[config.mk]
export PLATFORM = sky130hd
export DESIGN_NAME = uart_tx_arbiter
export DESIGN_NICKNAME = d
export VERILOG_FILES = /design/src/rtl/uart_pkg.sv /design/src/rtl/rr_pick.sv /design/src/rtl/uart_tx_arbiter.sv
export SDC_FILE = /design/constraint.sdc
export NUM_CORES = 1
export LEC_CHECK = 0
export ABC_AREA = 1
export BUFFER_PORTS_ARGS = -buffer_cell sky130_fd_sc_hd__buf_4
export CORE_MARGIN = 3
export CORE_UTILIZATION = 45
export DETAILED_ROUTE_END_ITERATION = 8
export GPL_ROUTABILITY_DRIVEN = 0
export PLACE_DENSITY = 0.69
export SYNTH_ARGS = -nofsm -noshare
export SYNTH_HDL_FRONTEND = slang
export SYNTH_SLANG_ARGS = --single-unit
[constraint.sdc]
create_clock -name CLK -period 4.54 [get_ports CLK]
set_input_delay 0.908 -clock CLK [delete_from_list [all_inputs] [get_ports CLK]]
set_output_delay 0.908 -clock CLK [all_outputs]
set_load 0.05 [all_outputs]
[src/rtl/uart_pkg.sv]
// Shared definitions for the UART transmit path: data width, arbiter state encoding
// and a width helper for counters that may be parameterised down to a single state.
package uart_pkg;

  localparam int UART_DATA_W = 8;

  typedef enum logic [1:0] {
    ARB_IDLE,
    ARB_SEND,
    ARB_GAP
  } arb_state_t;

  // Counter width for a counter that must hold 0..value-1, never narrower than one bit.
  function automatic int clog2_min1(input int value);
    return (value <= 2) ? 1 : $clog2(value);
  endfunction

endpackage

[src/rtl/rr_pick.sv]
// Combinational round-robin selector: first set request bit searching upward
// from last+1, wrapping at NUM_REQ.
module rr_pick #(
  parameter int NUM_REQ = 4
) (
  input  logic [NUM_REQ-1:0]         req,
  input  logic [$clog2(NUM_REQ)-1:0] last,
  output logic                       valid,
  output logic [$clog2(NUM_REQ)-1:0] index
);

  localparam int IDX_W = $clog2(NUM_REQ);

  int               cand;
  logic [IDX_W-1:0] cand_idx;

  // NOTE: every output of a combinational block gets a default before any branch,
  // otherwise paths that skip the assignment infer a latch.
  always_comb begin
    valid    = 1'b0;
    index    = '0;
    cand     = 0;
    cand_idx = '0;
    for (int off = 1; off <= NUM_REQ; off++) begin
      cand     = (int'(last) + off) % NUM_REQ;
      cand_idx = IDX_W'(cand);
      if (!valid && req[cand_idx]) begin
        valid = 1'b1;
        index = cand_idx;
      end
    end
  end

endmodule

[src/rtl/uart_tx_arbiter.sv]
// Round-robin sequencer sharing one UART transmitter among NUM_REQ byte producers,
// with a per-frame watchdog and a minimum idle gap between frames.
module uart_tx_arbiter
  import uart_pkg::*;
#(
  parameter int NUM_REQ        = 4,
  parameter int IDLE_GAP       = 2,
  parameter int TIMEOUT_CYCLES = 64
) (
  input  logic                           CLK,
  input  logic                           Reset,
  input  logic [NUM_REQ-1:0]             Req,
  input  logic [UART_DATA_W*NUM_REQ-1:0] ReqData,
  output logic [NUM_REQ-1:0]             Ack,
  output logic [$clog2(NUM_REQ)-1:0]     GrantId,
  output logic                           Busy,
  output logic                           EN,
  output logic [UART_DATA_W-1:0]         DataIN,
  input  logic                           TxDone,
  output logic                           Timeout
);

  localparam int IDX_W = $clog2(NUM_REQ);
  localparam int WD_W  = $clog2(TIMEOUT_CYCLES);
  localparam int GAP_W = clog2_min1(IDLE_GAP + 1);

  localparam logic [WD_W-1:0]  WD_LAST  = WD_W'(TIMEOUT_CYCLES - 1);
  localparam logic [GAP_W-1:0] GAP_LAST = GAP_W'(IDLE_GAP - 1);
  // After a frame ends the FSM skips the gap entirely when no idle cycles are required.
  localparam arb_state_t POST_FRAME = (IDLE_GAP == 0) ? ARB_IDLE : ARB_GAP;
  localparam logic       POST_BUSY  = (IDLE_GAP != 0);

  arb_state_t       state;
  logic [IDX_W-1:0] last;
  logic [WD_W-1:0]  wd_cnt;
  logic [GAP_W-1:0] gap_cnt;

  logic             pick_valid;
  logic [IDX_W-1:0] pick_index;

  rr_pick #(
    .NUM_REQ (NUM_REQ)
  ) u_rr_pick (
    .req   (Req),
    .last  (last),
    .valid (pick_valid),
    .index (pick_index)
  );

  // NOTE: reset is synchronous and active-low; it is only seen on a rising CLK edge,
  // so a mid-frame reset drops EN at that edge and abandons the frame silently.
  // NOTE: all state here uses non-blocking assignments so every register samples
  // pre-edge values regardless of statement order.
  always_ff @(posedge CLK) begin
    if (!Reset) begin
      state   <= ARB_IDLE;
      last    <= IDX_W'(NUM_REQ - 1);
      wd_cnt  <= '0;
      gap_cnt <= '0;
      Ack     <= '0;
      GrantId <= '0;
      Busy    <= 1'b0;
      EN      <= 1'b0;
      DataIN  <= '0;
      Timeout <= 1'b0;
    end else begin
      Ack     <= '0;
      Timeout <= 1'b0;
      unique case (state)
        ARB_IDLE: begin
          if (pick_valid) begin
            GrantId         <= pick_index;
            DataIN          <= ReqData[UART_DATA_W*int'(pick_index) +: UART_DATA_W];
            last            <= pick_index;
            Ack[pick_index] <= 1'b1;
            EN              <= 1'b1;
            Busy            <= 1'b1;
            wd_cnt          <= '0;
            state           <= ARB_SEND;
          end
        end

        ARB_SEND: begin
          // TxDone has priority over a watchdog expiry in the same cycle.
          if (TxDone) begin
            EN      <= 1'b0;
            Busy    <= POST_BUSY;
            gap_cnt <= '0;
            state   <= POST_FRAME;
          end else if (wd_cnt == WD_LAST) begin
            EN      <= 1'b0;
            Timeout <= 1'b1;
            Busy    <= POST_BUSY;
            gap_cnt <= '0;
            state   <= POST_FRAME;
          end else begin
            wd_cnt <= wd_cnt + 1'b1;
          end
        end

        ARB_GAP: begin
          if (gap_cnt == GAP_LAST) begin
            Busy  <= 1'b0;
            state <= ARB_IDLE;
          end else begin
            gap_cnt <= gap_cnt + 1'b1;
          end
        end

        default: state <= ARB_IDLE;
      endcase
    end
  end

endmodule

; After elaboration in Yosys (flattened, before gate mapping)
; Cells that the tools add are included.
[op_classes]
eq_ne = 10
n_mux = 40
reduce_logical = 19
n_shift = 1
order_cmp = 6
bitwise = 2
add_sub_neg = 6
[ops]
columns = operator, n
row1 = indexed part select 32 x 6 -> 8 bit, 1
row2 = 2-to-1 mux 2 bit, 11
row3 = 2-to-1 mux 6 bit, 3
row4 = 2-to-1 mux 1 bit, 16
row5 = less-than comparator 2 x 3 -> 1 bit (second input constant), 5
row6 = case mux 6 bit (2 select lines), 1
row7 = AND reduction 3 bit, 4
row8 = != test 2 bit (second input constant), 5
row9 = binary-select mux 1 bit (select 2 bit), 4
row10 = AND reduction 4 bit, 2
row11 = adder 2 x 1 -> 2 bit (second input constant), 3
row12 = adder 6 x 1 -> 6 bit (second input constant), 1
row13 = == test 6 bit (second input constant), 1
row14 = case mux 2 bit (3 select lines), 1
row15 = adder 2 bit (second input constant), 2
row16 = == test 2 x 1 -> 1 bit (second input constant), 2
row17 = logical AND 1 bit, 4
row18 = case mux 2 bit (2 select lines), 1
row19 = nonzero test 2 bit, 2
row20 = zero test 1 bit, 3
row21 = != test 3 bit (second input constant), 1
row22 = case mux 1 bit (3 select lines), 1
row23 = nonzero test 3 bit, 1
row24 = OR reduction 3 bit, 1
row25 = 7 further kinds, 8
[totals]
output_inout_bits = 17
wordCells = 94
regBits = 29
input_bits = 39

; Longest topological paths before layout
; Gate-level depths: netlist of the first run.
[depth]
ltp_word = 17
ltp_mapped = 18
ltp_nobuf = 16

; Hierarchy
; Synthesis of the first run repeated with hierarchy kept, for this count alone.
[hier_totals]
cells_unflattened = 249
area_unflattened_um2 = 1657.8
[modules_own_cells]
columns = mod, area_each_um2, instances, cells_each
row1 = uart_tx_arbiter, 1367.6, 1, 200
row2 = rr_pick, 290.3, 1, 49

; Least setup slack after synthesis of the first run
; Ideal clock, no wire load.
[synth_path]
kind = input to register
startpoint = input port Req[3]
endpoint = register DataIN[0]
stages = 13
n_path_buf = 1
setup_slack_ns = 2.432
t_arrival_ns = 1.992
setup_ns = 0.116
required_time_ns = 4.424
cell_sequence = nand2_1 > nand2_1 > nand2_1 > nand2_2 > nor2_8 > nand3_4 > inv_2 > nor2_4 > buf_6 > nand3_1 > nand3_1 > nor2_1 > nor2_2
[synth_via]
elab_chain_cells = 13
[synth_rtl]
columns = item, line_no
row1 = "start, declared", uart_tx_arbiter.sv:12  ; input logic [NUM_REQ-1:0] Req,
row2 = binary-select mux 1 bit (select 2 bit), rr_pick.sv:27  ; if (!valid && req[cand_idx]) begin
row3 = 2-to-1 mux 1 bit (implied by the code), rr_pick.sv:27
row4 = 2-to-1 mux 1 bit, rr_pick.sv:27
row5 = zero test 1 bit, rr_pick.sv:27
row6 = logical AND 1 bit, rr_pick.sv:27
row7 = 2-to-1 mux 1 bit, rr_pick.sv:27
row8 = zero test 1 bit, rr_pick.sv:27
row9 = logical AND 1 bit, rr_pick.sv:27
row10 = 2-to-1 mux 1 bit, rr_pick.sv:27
row11 = zero test 1 bit, rr_pick.sv:27
row12 = logical AND 1 bit, rr_pick.sv:27
row13 = 2-to-1 mux 2 bit or 2-to-1 mux 1 bit (tied branches), rr_pick.sv:27
row14 = indexed part select 32 x 6 -> 8 bit or AND reduction 2 bit (tied branches), -
row15 = "end signal, assigned", uart_tx_arbiter.sv:73  ; DataIN <= ReqData[UART_DATA_W*int'(pick_index) +: UART_DATA_W];
row16 = "end, declared", uart_tx_arbiter.sv:18  ; output logic [UART_DATA_W-1:0] DataIN,
; Several ways; a longest one is shown, not always the timed one. The select of a mux whose other input is x is not followed.
; A chain may end at the register's enable or synchronous reset.

; Final worst setup path of the first run
; Same ends and word-level chain as after synthesis.

==> metrics.cfg, run 1 <==
[status]
outcome = finished, final reports clean

[power]
pwr-share-clk = 0.139
switching_share = 0.5466
p_seq_frac = 0.189
power_mw = 2.040
combPwrFrac = 0.672
ir_worst_vdd_v = 0.0003743
power_density_nw_per_um2 = 867.1
switching_power_mw = 1.115
p_leak_nw = 1.202
p_int_mw = 0.9249

[logic_synthesis]
ys_seq_elements = 29
synth-async-reset-ratio = 0
synthMostInstantiatedCell = nand2_1
synth_edf_count = 0
synth_top_area_share = 0.3198
synth_compound_area_frac = 0.06134
synth-simple-area-share = 0.5210
ys_types = 29
seq_area_frac_synth = 0.3198
synth_area_leaders = dfxtp_1 (32%), nand2_1 (19%), nor2_1 (5.2%)
syn_area_um2 = 1815
muxShareOfSynthArea = 0
syn_nets = 308
synthFlopType = dfxtp_1
ys_warn_count = 0
synth_common_cells = nand2_1 (91), dfxtp_1 (29), nor2_1 (25), inv_1 (16), nand3_1 (15)
synth_top_family_by_area = simple AND/OR/NAND/NOR gates
syn_inst = 267
synth_xor_area_frac = 0
syn_area_per_cell_um2 = 6.800
synth_fa_ha_area_frac = 0.01378
synth.largest_area_cell = dfxtp_1

[routing]
vias_per_cell = 4.871
wl_per_cell_um = 12.40
drt_iter0_drc = 104
wirelength_mm = 4.614
first_pass_iters = 4
detail-route-antenna-nets = 0
vias = 1812
drc_errors = 0

[worst_hold_path]
hp-class = reg2reg
holdPathStages = 2
min_to = DataIN[1]
hp-start = DataIN[1]

[worst_setup_path]
crit_buf_inv = 1
crit_chain = buf_4 > nand2_1 > nand2_1 > nand2_1 > nand2_2 > nor2_8 > nand3_2 > nand2_4 > nand2_4 > nor2_2 > nand2_1 > nand2_1 > nor2_1 > nor2_2
critPathSlowestCell = nor2_2
cp_common_cell = nand2_1
cp_top_family = simple AND/OR/NAND/NOR gates
timing.rr.start = last[0]
reg2reg_setup_slack_ps = 2410
max_stage_delay_ps = 230
crit_start = Req[3]
critPathKind = in2reg
reg2reg_depth = 14
cp_num_cells = 14
rr_endpoint = DataIN[0]
path_max_fanout = 17
end_kind = register
cp.required_ps = 4770
critPathLaunchType = input port
arrival_ps = 2410

[die]
initial_core_util = 0.4814
io_pins = 56
rows = 22
core_area_um2 = 3771
die_y_um = 69.52
die_area_um2 = 4832
die_x_um = 69.52

[cts]
cts_hold_buf = 0
cts.path.max_buffers = 2
clkTransAtPathRegs_ps = 70
h-tree-depth = 2
root_buffer = clkbuf_8
cts_setup_buffers = 0
cts_tree = built
numCtsBuffers = 5
cts_resized = 0
numClockSinks = 29
insertion_delay_ps = 290

[grt]
grt_max_degree = 20
grt-ovfl-total = 0
antenna_found_initial = 0
grt_pass1_wl_mm = 7.569
grt.total_usage = 0.1966
grt_pass1_vias = 1618

[timing]
hold_viol = 0
period_needed_ps = 2184
setup_viol = 0
fin_crit_sh = 0.4811
skew_ps = 7.491
fin_tns_setup_ps = 0
max_freq_mhz = 457.8
max-slew-margin-rel = 0.7379
worstMarginPinSlew_ps = 392.7
rsz0062_at_grt = no
slew_viol_final = 0

[layout]
antenna_cells = 0
nets = 364
syn_to_final_growth_pct = 29.57
drive_gt1_frac = 0.3519

[placed_design]
dp_hpwl_mm = 3.488
numPortBuffers = 55

[flow_run]
max_cap_viol_count = 0

==> kinds of logic after synthesis <==
logic type | Yosys count
simple gates | 185
buf+inv | 31
flops | 29
compound gates | 20
fa+ha+maj | 2
==> stage by stage <==
stage,util,instances,hold WS (ps),setup slack (ps),instance area [µm²]
after global placement,0.5919,364,442.7,2098,2232
after floorplan,-,267,433.3,2432,1815
final,0.6238,372,455.7,2356,2352
after global routing,0.6238,372,484.4,2208,2352
after detailed placement,0.5919,364,443.8,2083,2232
after CTS,0.6238,372,460.0,2381,2352
==> power by group through the flow <==
stage	clock network, mW	registers [mW]	logic [mW]
floorplan	0	0.549	0.986
global placement	0	0.391	1.35
detailed placement	0	0.389	1.37
CTS	0.292	0.386	1.37
global route	0.303	0.395	1.52
finish	0.283	0.385	1.37
==> layer usage <==
metal / wire length (µm) / vias to the layer above / track usage
li1: - / 962 / -
met1: 2123 / 782 / 0.2638
met2: 2073 / 63 / 0.2977
met3: 371 / 5 / 0.06232
met4: 45 / 0 / 0.06508
met5: 0 / - / 0
==> layout by cell type, fill, tap and decap left out <==
cell,netlist,layout
nand4_1,4,4
nand3_4,1,1
o211a_1,1,1
nand2_2,12,12
clkbuf_8,0,6
bufinv_16,0,1
inv_1,16,16
o211ai_1,1,1
inv_4,1,1
ha_1,2,2
a22oi_1,1,1
o21ai_0,4,4
nor2_4,1,1
nor2_8,1,1
o21ai_1,5,5
buf_4,1,55
nor2_1,25,25
a31oi_1,1,1
dfxtp_1,29,29
nor3_1,5,5
and3_1,1,1
inv_2,8,8
nand3_2,9,9
nand2_1,91,91
a21oi_1,7,7
nand3_1,15,15
nand2_4,8,8
nor2_2,10,10
nor4_1,2,2
clkinvlp_4,0,1
==> worst max-delay path by stage <==
stage | endpoint | slack, ps
floorplan | DataIN[0] | 2430
global placement | DataIN[0] | 2100
detailed placement | DataIN[0] | 2080
CTS | DataIN[0] | 2380
global route | DataIN[6] | 2210
finish | DataIN[0] | 2360
==> layout make-up <==
type	count	area, µm²
Fill cell	359	1419
Multi-Input combinational cell	207	1082
Sequential cell	29	580.6
Timing Repair Buffer	55	412.9
Inverter	25	96.34
Clock buffer	6	82.58
Tap cell	48	60.06
Clock inverter	2	37.54
==> worst min-delay path, cell delays in order (launching register included) <==
cell,delay [ps]
dfxtp_1,310
nand2_1,60
nand2_1,50
==> sequential cells by signal (all words and copies together), names as in the netlist <==
name	count
wd_cnt	6
Busy	1
gap_cnt	2
state	2
last	2
GrantId	2
EN	1
Timeout	1
DataIN	8
Ack	4
No activity file was read; power rests on OpenSTA's default activity.
==> run 2: changes to the inputs <==
--- a/config.mk
+++ b/config.mk
@@ -5,13 +5,13 @@
 export SDC_FILE = /design/constraint.sdc
 export NUM_CORES = 1
 export LEC_CHECK = 0
-export ABC_AREA = 1
+export ABC_AREA = 0
 export BUFFER_PORTS_ARGS = -buffer_cell sky130_fd_sc_hd__buf_4
 export CORE_MARGIN = 3
 export CORE_UTILIZATION = 45
 export DETAILED_ROUTE_END_ITERATION = 8
 export GPL_ROUTABILITY_DRIVEN = 0
-export PLACE_DENSITY = 0.69
+export PLACE_DENSITY = 0.71
 export SYNTH_ARGS = -nofsm -noshare
 export SYNTH_HDL_FRONTEND = slang
 export SYNTH_SLANG_ARGS = --single-unit
==> constraint.sdc (replaced) <==
create_clock -name CLK -period 2.15 [get_ports CLK]
set_input_delay 0.43 -clock CLK [delete_from_list [all_inputs] [get_ports CLK]]
set_output_delay 0.43 -clock CLK [all_outputs]
set_load 0.05 [all_outputs]
==> run 2 against run 1 <==
Effect of this change: register-to-register slack lost 2000 ps; critical path depth down 9; cell count is 24% lower; worst hold slack got worse by 110 ps; sequential cell count stayed put; sequential power increased by 64%; area after synthesis fell by 18%; critical path type is now reg2reg; largest cell class unchanged.
==> metrics.cfg, run 2 <==
[cts]
h-tree-depth = 2  ; unchanged
cts_tree = built
root_buffer = clkbuf_4
insertion_delay_ps = 320  ; +30 ps
clkTransAtPathRegs_ps = 90  ; +20 ps
cts_hold_buf = 0  ; unchanged
cts_resized = 0  ; unchanged
numClockSinks = 29  ; unchanged
cts.path.max_buffers = 2  ; unchanged
cts_setup_buffers = 0  ; unchanged
numCtsBuffers = 5  ; unchanged

[timing]
fin_crit_sh = 0.8078
period_needed_ps = 1737
skew_ps = 9.594  ; +2.103 ps
holdWs_ps = 343.1  ; -112.6 ps
max-slew-margin-rel = 0.5954  ; -0.1425
rsz0062_at_grt = no
max_freq_mhz = 575.8
fin_tns_setup_ps = 0  ; unchanged
worstMarginPinSlew_ps = 606.9  ; +214.3 ps
slew_viol_final = 0  ; unchanged
hold_viol = 0  ; unchanged
setup_viol = 0  ; unchanged
setup_slack_ps = 413.3  ; -1942 ps

[logic_synthesis]
syn_inst = 180  ; -33%
ys_seq_elements = 29  ; unchanged
synth.largest_area_cell = dfxtp_1
syn_area_um2 = 1498  ; -18%
syn_nets = 221  ; -28%
synth_edf_count = 0  ; unchanged
syn_area_per_cell_um2 = 8.320  ; +22%
synth_area_leaders = dfxtp_1 (39%), mux2i_1 (6.0%), o211ai_1 (5.0%)
seq_area_frac_synth = 0.3876  ; +0.06786
ys_warn_count = 0  ; unchanged
synth-async-reset-ratio = 0  ; unchanged
synthMostInstantiatedCell = dfxtp_1
synth_common_cells = dfxtp_1 (29), nand2_1 (18), nor2_1 (14), inv_1 (12), a31oi_1 (11)
synthFlopType = dfxtp_1
synth_top_area_share = 0.3876  ; +0.06786
ys_types = 38  ; +31%

[power]
p_leak_nw = 0.9049  ; -25%
p_int_mw = 0.9499  ; +2.7%
pwr-share-clk = 0.221  ; +0.082
switching_share = 0.3600  ; -0.1865
combPwrFrac = 0.354  ; -0.318
ir_worst_vdd_v = 0.0004118  ; +10%
p_seq_frac = 0.425  ; +0.236
power_density_nw_per_um2 = 740.0  ; -15%
switching_power_mw = 0.5343  ; -52%

[layout]
syn_to_final_growth_pct = 33.92
top_register = DataIN
largest_register_ffs = 8  ; unchanged
antenna_cells = 0  ; unchanged
drive_gt1_frac = 0.2911  ; -0.06071
top_regs = DataIN: 8 flops, wd_cnt: 6 flops, Ack: 4 flops
nets = 278  ; -24%
layout_commonest_cell = buf_4
layout_common_cells = buf_4 (59), dfxtp_1 (29), nand2_1 (18)
final_core_util = 0.6464  ; +0.02262

[worst_hold_path]
holdPathStages = 2  ; unchanged
hp-start = Reset
hp-class = in2reg
min_to = last[0]

[die]
die_y_um = 63.69  ; -8.4%
die_x_um = 63.69  ; -8.4%
die_area_um2 = 4056  ; -16%
rows = 20  ; -9.1%
initial_core_util = 0.4827  ; +0.001241
core_area_um2 = 3103  ; -18%
io_pins = 56  ; unchanged

[placed_design]
dp_hpwl_mm = 2.838  ; -19%
numPortBuffers = 55  ; unchanged
preCtsSetupSlack_ps = 194.9  ; -1888 ps

[worst_setup_path]
reg2reg_depth = 5  ; -9
arrival_ps = 1970  ; -440 ps
timing.rr.start = last[0]
end_kind = register
critPathKind = reg2reg
rr_endpoint = DataIN[0]
critPathLaunchType = register
reg2reg_setup_slack_ps = 410  ; -2000 ps
path_max_fanout = 10  ; -7
cp.required_ps = 2380  ; -2390 ps

[routing]
met1Wirelength_mm = 1.607  ; -24%
wl_met3_um = 202  ; -46%
first_pass_iters = 4  ; unchanged
wl_per_cell_um = 13.15  ; +6.0%
vias = 1509  ; -17%
wirelength_mm = 3.694  ; -20%
vias_per_cell = 5.370  ; +10%
drc_errors = 0  ; unchanged
detail-route-antenna-nets = 0  ; unchanged
drt_iter0_drc = 53  ; -49%
routed.top_layer = met4
wl_met2_mm = 1.841  ; -11%

[flow_run]
max_cap_viol_count = 0  ; unchanged

[grt]
grt_max_degree = 18  ; -10%
grt-ovfl-total = 0  ; unchanged
antenna_found_initial = 0  ; unchanged
grt_pass1_wl_mm = 5.934  ; -22%
grt_pass1_vias = 1400  ; -13%
grt.total_usage = 0.1846  ; -0.01196

[status]
outcome = finished, final reports clean

run 2: layout make-up:
cell class	instances	area, µm²
inverters	12	45.04
multi-input cells	130	827.0
flip-flops and latches	29	580.6
clock buffers	7	55.05
repair buffers	59	442.9
fillers	310	1097
well taps	44	55.05
run 2: metrics by stage:
step	area (µm²)	power (mW)	std cells
final	2006	1.484	281
after global routing	2006	1.559	281
after CTS	2006	1.496	281
after detailed placement	1951	1.169	274
after global placement	1951	1.156	274
after floorplan	1498	0.9974	180
run 2: worst max-delay path by stage:
stage                 to      from  depth (start not counted)  slack (ps)
3_5_place_dp   DataIN[0]    Req[2]                          4         190
6_report       DataIN[0]   last[0]                          5         410
5_1_grt        DataIN[5]  state[0]                          5         190
2_1_floorplan  wd_cnt[5]    Req[2]                          7         320
3_3_place_gp   DataIN[7]    Req[2]                          4         250
4_1_cts        DataIN[0]   last[0]                          5         400
run 2: routing by layer:
layer / up-vias / global-route usage
met2: 40 / 0.3181
met5: - / 0
li1: 762 / -
met1: 702 / 0.2162
met4: 0 / 0.06469
met3: 5 / 0.05348
run 2: logic make-up after synthesis:
kind of cell,Yosys count,synth area share
flip-flops,29,0.3876
AO/OA/AOI/OAI,50,0.2164
AND/OR/NAND/NOR,66,0.2414
multiplexers,9,0.06015
adder cells (fa/ha/maj),2,0.01671
buffers and inverters,21,0.06015
XOR/XNOR,3,0.01755
run 2: power groups by stage:
stage	combinational, mW	clock (mW)	sequential, mW
after floorplan	0.216	0	0.782
after global placement	0.516	0	0.640
after detailed placement	0.526	0	0.643
after CTS	0.527	0.338	0.631
after global routing	0.562	0.358	0.640
final	0.525	0.328	0.631
run 2: worst max-delay path: stages, from the launching register on:
cell and delay (ps):
dfxtp_1 350, or2b_1 250, o211ai_1 110, and2_1 190, nand4_1 410, o211ai_1 340
==> run 3: changes to the inputs <==
==> constraint.sdc (replaced) <==
create_clock -name CLK -period 1.7 [get_ports CLK]
set_input_delay 0.34 -clock CLK [delete_from_list [all_inputs] [get_ports CLK]]
set_output_delay 0.34 -clock CLK [all_outputs]
set_load 0.05 [all_outputs]
==> run 3 against run 2 <==
Effect of this change: sequential power rose by 25%; worst setup slack lost 340 ps; first-iteration DRC count is 100% higher; core utilization is 2.5 points higher; clock-buffer cell count unchanged; routed wire length up 4.2%; critical path depth increased by 1; design area up 3.9%; register-to-register slack worse by 340 ps; clock skew fell by 0.70 ps; sequential share of layout area down 1.1 points; critical endpoint unchanged; highest routed layer unchanged.
==> metrics.cfg, run 3 (synthesis gave the netlist of run 2 again) <==
[routing]
detail-route-antenna-nets = 0  ; unchanged
wl_per_cell_um = 13.36  ; +1.7%
vias = 1507  ; -0.13%
drc_errors = 0  ; unchanged
drt_iter0_drc = 107  ; +100%
wirelength_mm = 3.849  ; +4.2%
first_pass_iters = 4  ; unchanged
vias_per_cell = 5.233  ; -2.6%

[cts]
h-tree-depth = 2  ; unchanged
clkTransAtPathRegs_ps = 90  ; about the same
cts_setup_buffers = 0  ; unchanged
cts_hold_buf = 0  ; unchanged
numClockSinks = 29  ; unchanged
cts_tree = built
cts.path.max_buffers = 2  ; unchanged
root_buffer = clkbuf_4
insertion_delay_ps = 320  ; about the same
numCtsBuffers = 5  ; unchanged

[grt]
grt-ovfl-total = 0  ; unchanged
grt.total_usage = 0.1929  ; +0.008259
grt_pass1_vias = 1367  ; -2.4%
grt_max_degree = 18  ; unchanged
grt_pass1_wl_mm = 6.223  ; +4.9%
antenna_found_initial = 0  ; unchanged

[worst_setup_path]
critPathSlowestCell = dfxtp_1
max_stage_delay_ps = 340  ; -70 ps
critPathKind = reg2reg
path_max_fanout = 17  ; +7
crit_chain = or2b_1 > a21bo_2 > buf_4 > and4_1 > o21ai_0 > o211ai_1
critPathLaunchType = register
end_kind = register
arrival_ps = 1810  ; -160 ps
crit_buf_inv = 1  ; +1
cp.required_ps = 1890  ; -490 ps
cp_top_family = compound AO/OA/AOI/OAI gates

[timing]
holdWs_ps = 277.0  ; -66.08 ps
setup_viol = 0  ; unchanged
hold_viol = 0  ; unchanged
setup_slack_ps = 76.27  ; -337.0 ps
worstMarginPinSlew_ps = 420.3  ; -186.7 ps
fin_crit_sh = 0.9551  ; +0.1474
rsz0062_at_grt = no
skew_ps = 8.891  ; -0.7029 ps
period_needed_ps = 1624  ; -113.0 ps
slew_viol_final = 0  ; unchanged
max-slew-margin-rel = 0.7195  ; +0.1241
max_freq_mhz = 615.9  ; +7.0%

[layout]
fin_area_um2 = 2083  ; +3.9%
layout_commonest_cell = buf_4
largest_register_ffs = 8  ; unchanged
drive_gt1_frac = 0.3238  ; +0.03263
layout_common_cells = buf_4 (64), dfxtp_1 (29), nand2_1 (18)
nets = 284  ; +2.2%
antenna_cells = 0  ; unchanged
top_register = DataIN
top_regs = DataIN: 8 flops, wd_cnt: 6 flops, Ack: 4 flops
fillCellCount = 286  ; -7.7%
syn_to_final_growth_pct = 39.10

[worst_hold_path]
hp-class = in2reg

[die]
core_area_um2 = 3103  ; unchanged
initial_core_util = 0.4827  ; unchanged
io_pins = 56  ; unchanged
rows = 20  ; unchanged
die_x_um = 63.69  ; unchanged
die_area_um2 = 4056  ; unchanged
die_y_um = 63.69  ; unchanged

[placed_design]
dp_hpwl_mm = 3.078  ; +8.4%
numPortBuffers = 55  ; unchanged
dpl-instance-area_um2 = 2008  ; +3.0%
preCtsSetupSlack_ps = -104.8  ; -299.7 ps

[power]
power_density_nw_per_um2 = 942.3  ; +27%
ir_worst_vdd_v = 0.0006166  ; +50%
p_leak_nw = 0.9472  ; +4.7%
power_mw = 1.963  ; +32%

[flow_run]
max_cap_viol_count = 0  ; unchanged

[status]
outcome = finished, final reports clean

run 3: worst reg2reg max path, stage by stage, from the launching register on:
cell and delay, ps:
dfxtp_1 340, or2b_1 240, a21bo_2 200, buf_4 180
and4_1 180, o21ai_0 230, o211ai_1 120
run 3: area by class of cell:
class / count / area [µm²] / share of cell area
clock inverters: 1 / 5.005 / 0.002402
well taps: 44 / 55.05 / 0.02643
inverters: 12 / 45.04 / 0.02162
clock buffers: 7 / 65.06 / 0.03123
repair buffers: 65 / 500.5 / 0.2402
flip-flops and latches: 29 / 580.6 / 0.2787
multi-input cells: 130 / 832.0 / 0.3994
run 3: where the power goes:
| group | internal, mW | switching [mW] | leakage, nW | total (mW) |
|---|---|---|---|---|
| registers | 0.750 | 0.0406 | 0.238 | 0.791 |
| clock network | 0.239 | 0.229 | 0.0413 | 0.468 |
| logic | 0.281 | 0.423 | 0.668 | 0.704 |
run 3: what timing repair did:
item / 4_1_cts / 5_1_grt
setup endpoints to repair: 0 / 8
hold endpoints to repair: 0 / 0
resized for setup: 0 / 7
run 3: final timing paths:
check                              from  slack (ps)   endpoint  depth (start not counted)
worst max register to register  last[0]          80  DataIN[0]                          6
worst max-delay path            last[0]          80  DataIN[0]                          6
worst min register to register     Busy         460       Busy                          2
worst min-delay path              Reset         280    last[0]                          2
run 3: per-layer routing:
layer	up-vias	wire, µm	GRT usage
li1	770	-	-
met2	31	1851	0.2960
met1	704	1799	0.2645
met4	0	14	0.03235
met3	2	183	0.06595
met5	-	0	0
run 3: metrics by stage:
stage | utilization | cells | TNS, ps
4_1_cts | 0.6698 | 288 | 0
3_5_place_dp | 0.6472 | 280 | -994.4
3_3_place_gp | 0.6472 | 280 | -366.7
2_1_floorplan | - | 180 | -10.51
6_report | 0.6714 | 288 | 0
5_1_grt | 0.6714 | 288 | 0
